[src/rtl/uart_rx_frame_if.sv]
// Signal bundle between the UART frame receiver and its consumer.
// The receiver side uses the slave modport; the consumer/driver side uses master.
interface uart_rx_frame_if;
    logic       b_tick;
    logic       rx;
    logic [7:0] rx_data;
    logic       rx_done;
    logic       frame_err;
    logic       parity_err;
    logic       rx_busy;
    logic [2:0] state_dbg;

    // rx_done is a valid-only strobe with no ready: the consumer must take
    // rx_data, frame_err and parity_err in the single cycle rx_done is high.
    modport slave (
        input  b_tick,
        input  rx,
        output rx_data,
        output rx_done,
        output frame_err,
        output parity_err,
        output rx_busy,
        output state_dbg
    );

    modport master (
        output b_tick,
        output rx,
        input  rx_data,
        input  rx_done,
        input  frame_err,
        input  parity_err,
        input  rx_busy,
        input  state_dbg
    );
endinterface

[src/rtl/uart_rx_frame.sv]
// Oversampled UART frame receiver: start + 8 data (LSB first) [+ even parity] + stop.
// Define UART_RX_PARITY_EN to add the parity bit, PARITY state and parity_err logic.
module uart_rx_frame #(
    parameter int OVERSAMPLE = 16
) (
    input  logic            clk,
    input  logic            rst,
    uart_rx_frame_if.slave  bus
);

    localparam int TW = $clog2(OVERSAMPLE);
    localparam logic [TW-1:0] HALF_CNT = TW'(OVERSAMPLE / 2 - 1);
    localparam logic [TW-1:0] LAST_CNT = TW'(OVERSAMPLE - 1);

    typedef enum logic [2:0] {
        IDLE   = 3'd0,
        START  = 3'd1,
        DATA   = 3'd2,
`ifdef UART_RX_PARITY_EN
        PARITY = 3'd3,
`endif
        STOP   = 3'd4
    } state_t;

    state_t        state_q, state_d;
    logic [TW-1:0] tick_q, tick_d;
    logic [2:0]    bit_q, bit_d;
    logic [7:0]    shift_q, shift_d;
    logic [7:0]    data_q, data_d;
    logic          done_q, done_d;
    logic          ferr_q, ferr_d;
    logic          busy_q;
    logic          rx_meta, rx_s, rx_prev;
`ifdef UART_RX_PARITY_EN
    logic          par_bad_q, par_bad_d;
    logic          perr_q, perr_d;
`endif

    // Synchronizer and edge history idle high so reset never looks like a start bit.
    always_ff @(posedge clk) begin
        if (!rst) begin
            rx_meta <= 1'b1;
            rx_s    <= 1'b1;
            rx_prev <= 1'b1;
        end else begin
            rx_meta <= bus.rx;
            rx_s    <= rx_meta;
            rx_prev <= rx_s;
        end
    end

    always_ff @(posedge clk) begin
        if (!rst) begin
            state_q   <= IDLE;
            tick_q    <= '0;
            bit_q     <= '0;
            shift_q   <= '0;
            data_q    <= '0;
            done_q    <= 1'b0;
            ferr_q    <= 1'b0;
            busy_q    <= 1'b0;
`ifdef UART_RX_PARITY_EN
            par_bad_q <= 1'b0;
            perr_q    <= 1'b0;
`endif
        end else begin
            state_q   <= state_d;
            tick_q    <= tick_d;
            bit_q     <= bit_d;
            shift_q   <= shift_d;
            data_q    <= data_d;
            done_q    <= done_d;
            ferr_q    <= ferr_d;
            busy_q    <= (state_d != IDLE);
`ifdef UART_RX_PARITY_EN
            par_bad_q <= par_bad_d;
            perr_q    <= perr_d;
`endif
        end
    end

    always_comb begin
        state_d   = state_q;
        tick_d    = tick_q;
        bit_d     = bit_q;
        shift_d   = shift_q;
        data_d    = data_q;
        done_d    = 1'b0;
        ferr_d    = ferr_q;
`ifdef UART_RX_PARITY_EN
        par_bad_d = par_bad_q;
        perr_d    = perr_q;
`endif
        case (state_q)
            IDLE: begin
                tick_d  = '0;
                bit_d   = '0;
                shift_d = '0;
                // A line still low after a break has no falling edge, so it waits here.
                if (rx_prev && !rx_s) begin
                    state_d = START;
                end
            end
            START: begin
                if (bus.b_tick) begin
                    if (tick_q == HALF_CNT) begin
                        tick_d  = '0;
                        state_d = rx_s ? IDLE : DATA;
                    end else begin
                        tick_d = tick_q + TW'(1);
                    end
                end
            end
            DATA: begin
                if (bus.b_tick) begin
                    if (tick_q == LAST_CNT) begin
                        tick_d  = '0;
                        shift_d = {rx_s, shift_q[7:1]};
                        if (bit_q == 3'd7) begin
                            bit_d   = '0;
`ifdef UART_RX_PARITY_EN
                            state_d = PARITY;
`else
                            state_d = STOP;
`endif
                        end else begin
                            bit_d = bit_q + 3'd1;
                        end
                    end else begin
                        tick_d = tick_q + TW'(1);
                    end
                end
            end
`ifdef UART_RX_PARITY_EN
            PARITY: begin
                if (bus.b_tick) begin
                    if (tick_q == LAST_CNT) begin
                        tick_d    = '0;
                        par_bad_d = ^{shift_q, rx_s};
                        state_d   = STOP;
                    end else begin
                        tick_d = tick_q + TW'(1);
                    end
                end
            end
`endif
            STOP: begin
                if (bus.b_tick) begin
                    if (tick_q == LAST_CNT) begin
                        tick_d  = '0;
                        state_d = IDLE;
                        data_d  = shift_q;
                        done_d  = 1'b1;
                        ferr_d  = !rx_s;
`ifdef UART_RX_PARITY_EN
                        perr_d  = par_bad_q;
`endif
                    end else begin
                        tick_d = tick_q + TW'(1);
                    end
                end
            end
            default: begin
                state_d = IDLE;
            end
        endcase
    end

    assign bus.rx_data    = data_q;
    assign bus.rx_done    = done_q;
    assign bus.frame_err  = ferr_q;
    assign bus.rx_busy    = busy_q;
    assign bus.state_dbg  = state_q;
`ifdef UART_RX_PARITY_EN
    assign bus.parity_err = perr_q;
`else
    assign bus.parity_err = 1'b0;
`endif

endmodule

[src/flat_wrapper.sv]
// flat-port wrapper written by rule: the top's interface ports become plain ports
module uart_rx_frame_flat 
#(
    parameter int OVERSAMPLE = 16
)
  (clk, rst, bus_b_tick, bus_rx, bus_rx_data, bus_rx_done, bus_frame_err, bus_parity_err, bus_rx_busy, bus_state_dbg);
  uart_rx_frame_if bus_i ();
  input  logic clk;
  input  logic rst;
  input wire logic [$bits(bus_i.b_tick)-1:0] bus_b_tick;
  input wire logic [$bits(bus_i.rx)-1:0] bus_rx;
  output wire logic [$bits(bus_i.rx_data)-1:0] bus_rx_data;
  output wire logic [$bits(bus_i.rx_done)-1:0] bus_rx_done;
  output wire logic [$bits(bus_i.frame_err)-1:0] bus_frame_err;
  output wire logic [$bits(bus_i.parity_err)-1:0] bus_parity_err;
  output wire logic [$bits(bus_i.rx_busy)-1:0] bus_rx_busy;
  output wire logic [$bits(bus_i.state_dbg)-1:0] bus_state_dbg;
  assign bus_i.b_tick = bus_b_tick;
  assign bus_i.rx = bus_rx;
  assign bus_rx_data = bus_i.rx_data;
  assign bus_rx_done = bus_i.rx_done;
  assign bus_frame_err = bus_i.frame_err;
  assign bus_parity_err = bus_i.parity_err;
  assign bus_rx_busy = bus_i.rx_busy;
  assign bus_state_dbg = bus_i.state_dbg;
  uart_rx_frame #(.OVERSAMPLE(OVERSAMPLE)) u_core (.clk(clk), .rst(rst), .bus(bus_i));
endmodule
[config.mk]
export PLATFORM = sky130hd
export DESIGN_NAME = uart_rx_frame_flat
export DESIGN_NICKNAME = d
export VERILOG_FILES = /design/src/rtl/uart_rx_frame_if.sv /design/src/rtl/uart_rx_frame.sv /design/src/flat_wrapper.sv
export SDC_FILE = /design/constraint.sdc
export NUM_CORES = 1
export LEC_CHECK = 0
export CAP_MARGIN = 30
export CORE_AREA = 2 2 52 54
export CTS_BUF_LIST = sky130_fd_sc_hd__clkbuf_4 sky130_fd_sc_hd__clkbuf_8 sky130_fd_sc_hd__clkbuf_16
export DETAILED_ROUTE_END_ITERATION = 12
export DIE_AREA = 0 0 54 56
export PLACE_DENSITY = 0.8
export SETUP_SLACK_MARGIN = 0.3
export SLEW_MARGIN = 20
export SYNTH_ARGS = -nofsm -noshare
export SYNTH_HDL_FRONTEND = slang
export SYNTH_SLANG_ARGS = --single-unit
[constraint.sdc]
create_clock -name clk -period 2.6 [get_ports clk]
set_input_delay 0.78 -clock clk [delete_from_list [all_inputs] [get_ports clk]]
set_output_delay 0.78 -clock clk [all_outputs]
set_load 0.005 [all_outputs]
==> key figures <==
Clocking
  • Post-CTS Hold Buffers: 0
  • Clk root buf: clkbuf_4
  • CTS Buffer Depth: 2
  • Num CTS Buffers: 5
  • Htree depth: 2
  • Clock sink total: 32
  • CTS resizes: 0
  • Post-CTS Repair Setup Buffers: 0
  • Reg clk slew, reported paths: about 0.09 ns
  • CTS tree: done
  • Clock Latency Late Sink: 0.32 ns

Die
  • # IOs: 19
  • Initial Util: 0.549
  • Core area: 2430 sq um
  • Die extent in y: 56 um
  • Row cnt: 18
  • Die area: 3020 sq um
  • Die X: 54 um

Synth
  • Post-synth net total: 164
  • Seq/Total Area, Yosys: 0.479
  • Register bit total from synthesis: 32
  • Syn avg cell area: between 8 and 9 sq um
  • Post-Syn Instances: 157
  • Distinct cell type count after synthesis: 34
  • Cell Area, Synth: about 1300 sq um
  • Synth warn: 0

Global routing
  • Largest net degree at the start of global routing: 22
  • Initial antenna violation count: 0
  • Gr ovfl total: 0
  • Vias in the first global route: 959
  • Global router's overall resource usage: 0.184
  • Global-route wire length before repair: 4.10 mm

Pwr
  • P_leak: 0.621 nW
  • Max rail drop VDD: 339 uV
  • Power density over cell area: 516 nW/um^2

Final layout
  • Nets@finish: 180
  • Most frequent cells in the layout: dfxtp_1 (32), nand2_1 (20), nor2_1 (19)
  • Seq. cell area: 641 sq um
  • # diodes: 0
  • Commonest non-fill, non-tap cell in the layout: dfxtp_1
  • Synthesis-to-finish area growth: 16.3%
  • Layout cell share with drive strength beyond 1: 0.0578
  • Fin area: 1550 sq um
  • Multi-input gate area: roughly 630 sq um
  • Layout fillers: between 200 and 250

Critical path
  • Critical path type: register to output port
  • CP Max Fanout: 11
  • CP max stage cell: clkdlybuf4s50_1
  • CP cell instances: clkdlybuf4s50_1
  • Crit end category: output port
  • Req. time, crit path: around 1.8 ns
  • Worst EP arrival: 1.43 ns
  • Crit path launch type: register
  • CP bufs+invs: 1
  • Delay-heaviest family, CP: buffers and inverters
  • Critical path's largest stage delay: 0.57 ns

Placement
  • Estimated wirelength of the detail-placed design: 1.78 mm
  • DP Area: 1500 sq um
  • Input/output buffers: 17
  • Final GP Congestion: between 0.8 and 0.9

Job
  • Max Cap Violations: 0

STA
  • Max Slew Vio Count: 0
  • Post-route minimum period: between 2 and 2.5 ns
  • Worst clock skew: slightly below 0.007 ns
  • Final-report hold violation count: 0
  • TNS Setup: 0 ns
  • Final setup viols: 0
  • F_max: ~450 MHz
  • Slew HR: 0.638
  • RSZ-0062 raised after global routing: false
  • Slew of the pin with the lowest slew margin: 0.543 ns
  • Period Utilization, post-route: 0.852

Drt
  • Routed WL: around 2.5 mm
  • Vias: 1119
  • 1st-pass router iterations: 4
  • DR WL/cell: about 12 um
  • # DRC: 0
  • Post-route antenna net violation count: 0
  • Initial DRC count: 28
  • Via density: 5.51

Min path
  • Hold Crit Class: register to register

Status
  • Outcome: completed
[cells in the mapped netlist]
| cell type | instances | area, sq um |
|---|---|---|
| dfxtp_1 | 32 | 641 |
| conb_1 | 1 | 3.75 |
| a211oi_1 | 1 | 7.51 |
| xor2_1 | 1 | 8.76 |
| nand2b_1 | 5 | 31.3 |
| o21a_1 | 2 | 15.0 |
| nor3b_1 | 2 | 15.0 |
| or2_1 | 1 | 6.26 |
| ha_1 | 3 | 37.5 |
| or3_1 | 2 | 12.5 |
| nor2_1 | 19 | 71.3 |
| nor4_1 | 1 | 6.26 |
| nor3_1 | 2 | 10.0 |
| o22ai_1 | 2 | 12.5 |
| buf_6 | 1 | 11.3 |
| o221a_1 | 1 | 11.3 |
| buf_4 | 1 | 7.51 |
| buf_2 | 5 | 25.0 |
| o21ai_1 | 1 | 5.00 |
| mux2i_1 | 8 | 80.1 |
| nand4_1 | 1 | 6.26 |
| clkbuf_1 | 3 | 11.3 |
| and4_1 | 1 | 8.76 |
| a32o_1 | 1 | 10.0 |
| nand2_1 | 20 | 75.1 |
| or4_1 | 1 | 7.51 |
| inv_1 | 3 | 11.3 |
| o21ai_0 | 1 | 5.00 |
| nand3_1 | 14 | 70.1 |
| a21oi_1 | 15 | 75.1 |
| and2_1 | 2 | 12.5 |
| a31oi_1 | 2 | 12.5 |
| and3_1 | 1 | 6.26 |
| nor2_2 | 1 | 6.26 |
[sequential cells by signal, indices dropped and copies added (netlist names)]
register / cells
u_core.bus.rx_data: 8
u_core.bus.rx_done: 1
u_core.rx_s: 1
u_core.bus.rx_busy: 1
u_core.shift_q: 8
u_core.bus.frame_err: 1
u_core.bit_q: 3
u_core.tick_q: 4
u_core.rx_meta: 1
u_core.rx_prev: 1
u_core.bus.state_dbg: 3
[final timing paths]
path | from | end | slack, ns | cells past startpoint
max | u_core.bus.state_dbg[0] | bus_state_dbg[0] | 0.39 | 1
min | u_core.rx_meta | u_core.rx_s | 0.42 | 1
max reg2reg | u_core.tick_q[0] | u_core.bus.rx_data[5] | 0.80 | 5
min reg2reg | u_core.rx_meta | u_core.rx_s | 0.42 | 1
[report_power, final]
| group | switching, mW | leakage, nW | total (mW) | internal, mW |
|---|---|---|---|---|
| clock network | 0.156 | 0.0315 | 0.266 | 0.110 |
| registers | 0.00411 | 0.259 | 0.498 | 0.494 |
| logic | 0.0219 | 0.331 | 0.0369 | 0.0150 |
| total | 0.182 | 0.621 | 0.801 | 0.619 |
[metal layers]
metal	vias up	share of wire	track usage	wire length, um
li1	572	-	-	-
met1	510	0.47	0.241	1170
met2	32	0.47	0.267	1170
met3	5	0.045	0.0565	113
met4	0	0.016	0.0929	39
met5	-	0	0	0
[cell families (layout without fill, tap and decap cells)]
family	count (synthesis)	count (layout)	share of synthesized area
compound gates	26	26	0.115
xor+xnor	1	1	0.00656
fa+ha+maj	3	3	0.0281
buf+inv	13	29	0.0496
flops	32	32	0.479
mux	8	8	0.0599
other cells	1	1	0.00281
simple gates	73	73	0.258
[layout make-up]
class	instances	share of cell area
clock buffer	6	0.0290
clock inverter	1	0.00322
inverter	3	0.00725
multi-input combinational	112	0.405
sequential	32	0.412
tap	30	0.0242
timing repair buffer	19	0.119
[stage by stage]
stage	power, mW	utilization	std cells	setup WS (ns)	hold slack, ns
after floorplan	0.532	-	157	0.836	0.386
after global placement	0.546	0.618	196	0.164	0.391
after detailed placement	0.546	0.618	196	0.104	0.404
after CTS	0.808	0.639	203	0.377	0.428
after global routing	0.836	0.639	203	0.323	0.444
final	0.801	0.639	203	0.385	0.423
No activity file was read; power rests on OpenSTA's default activity.
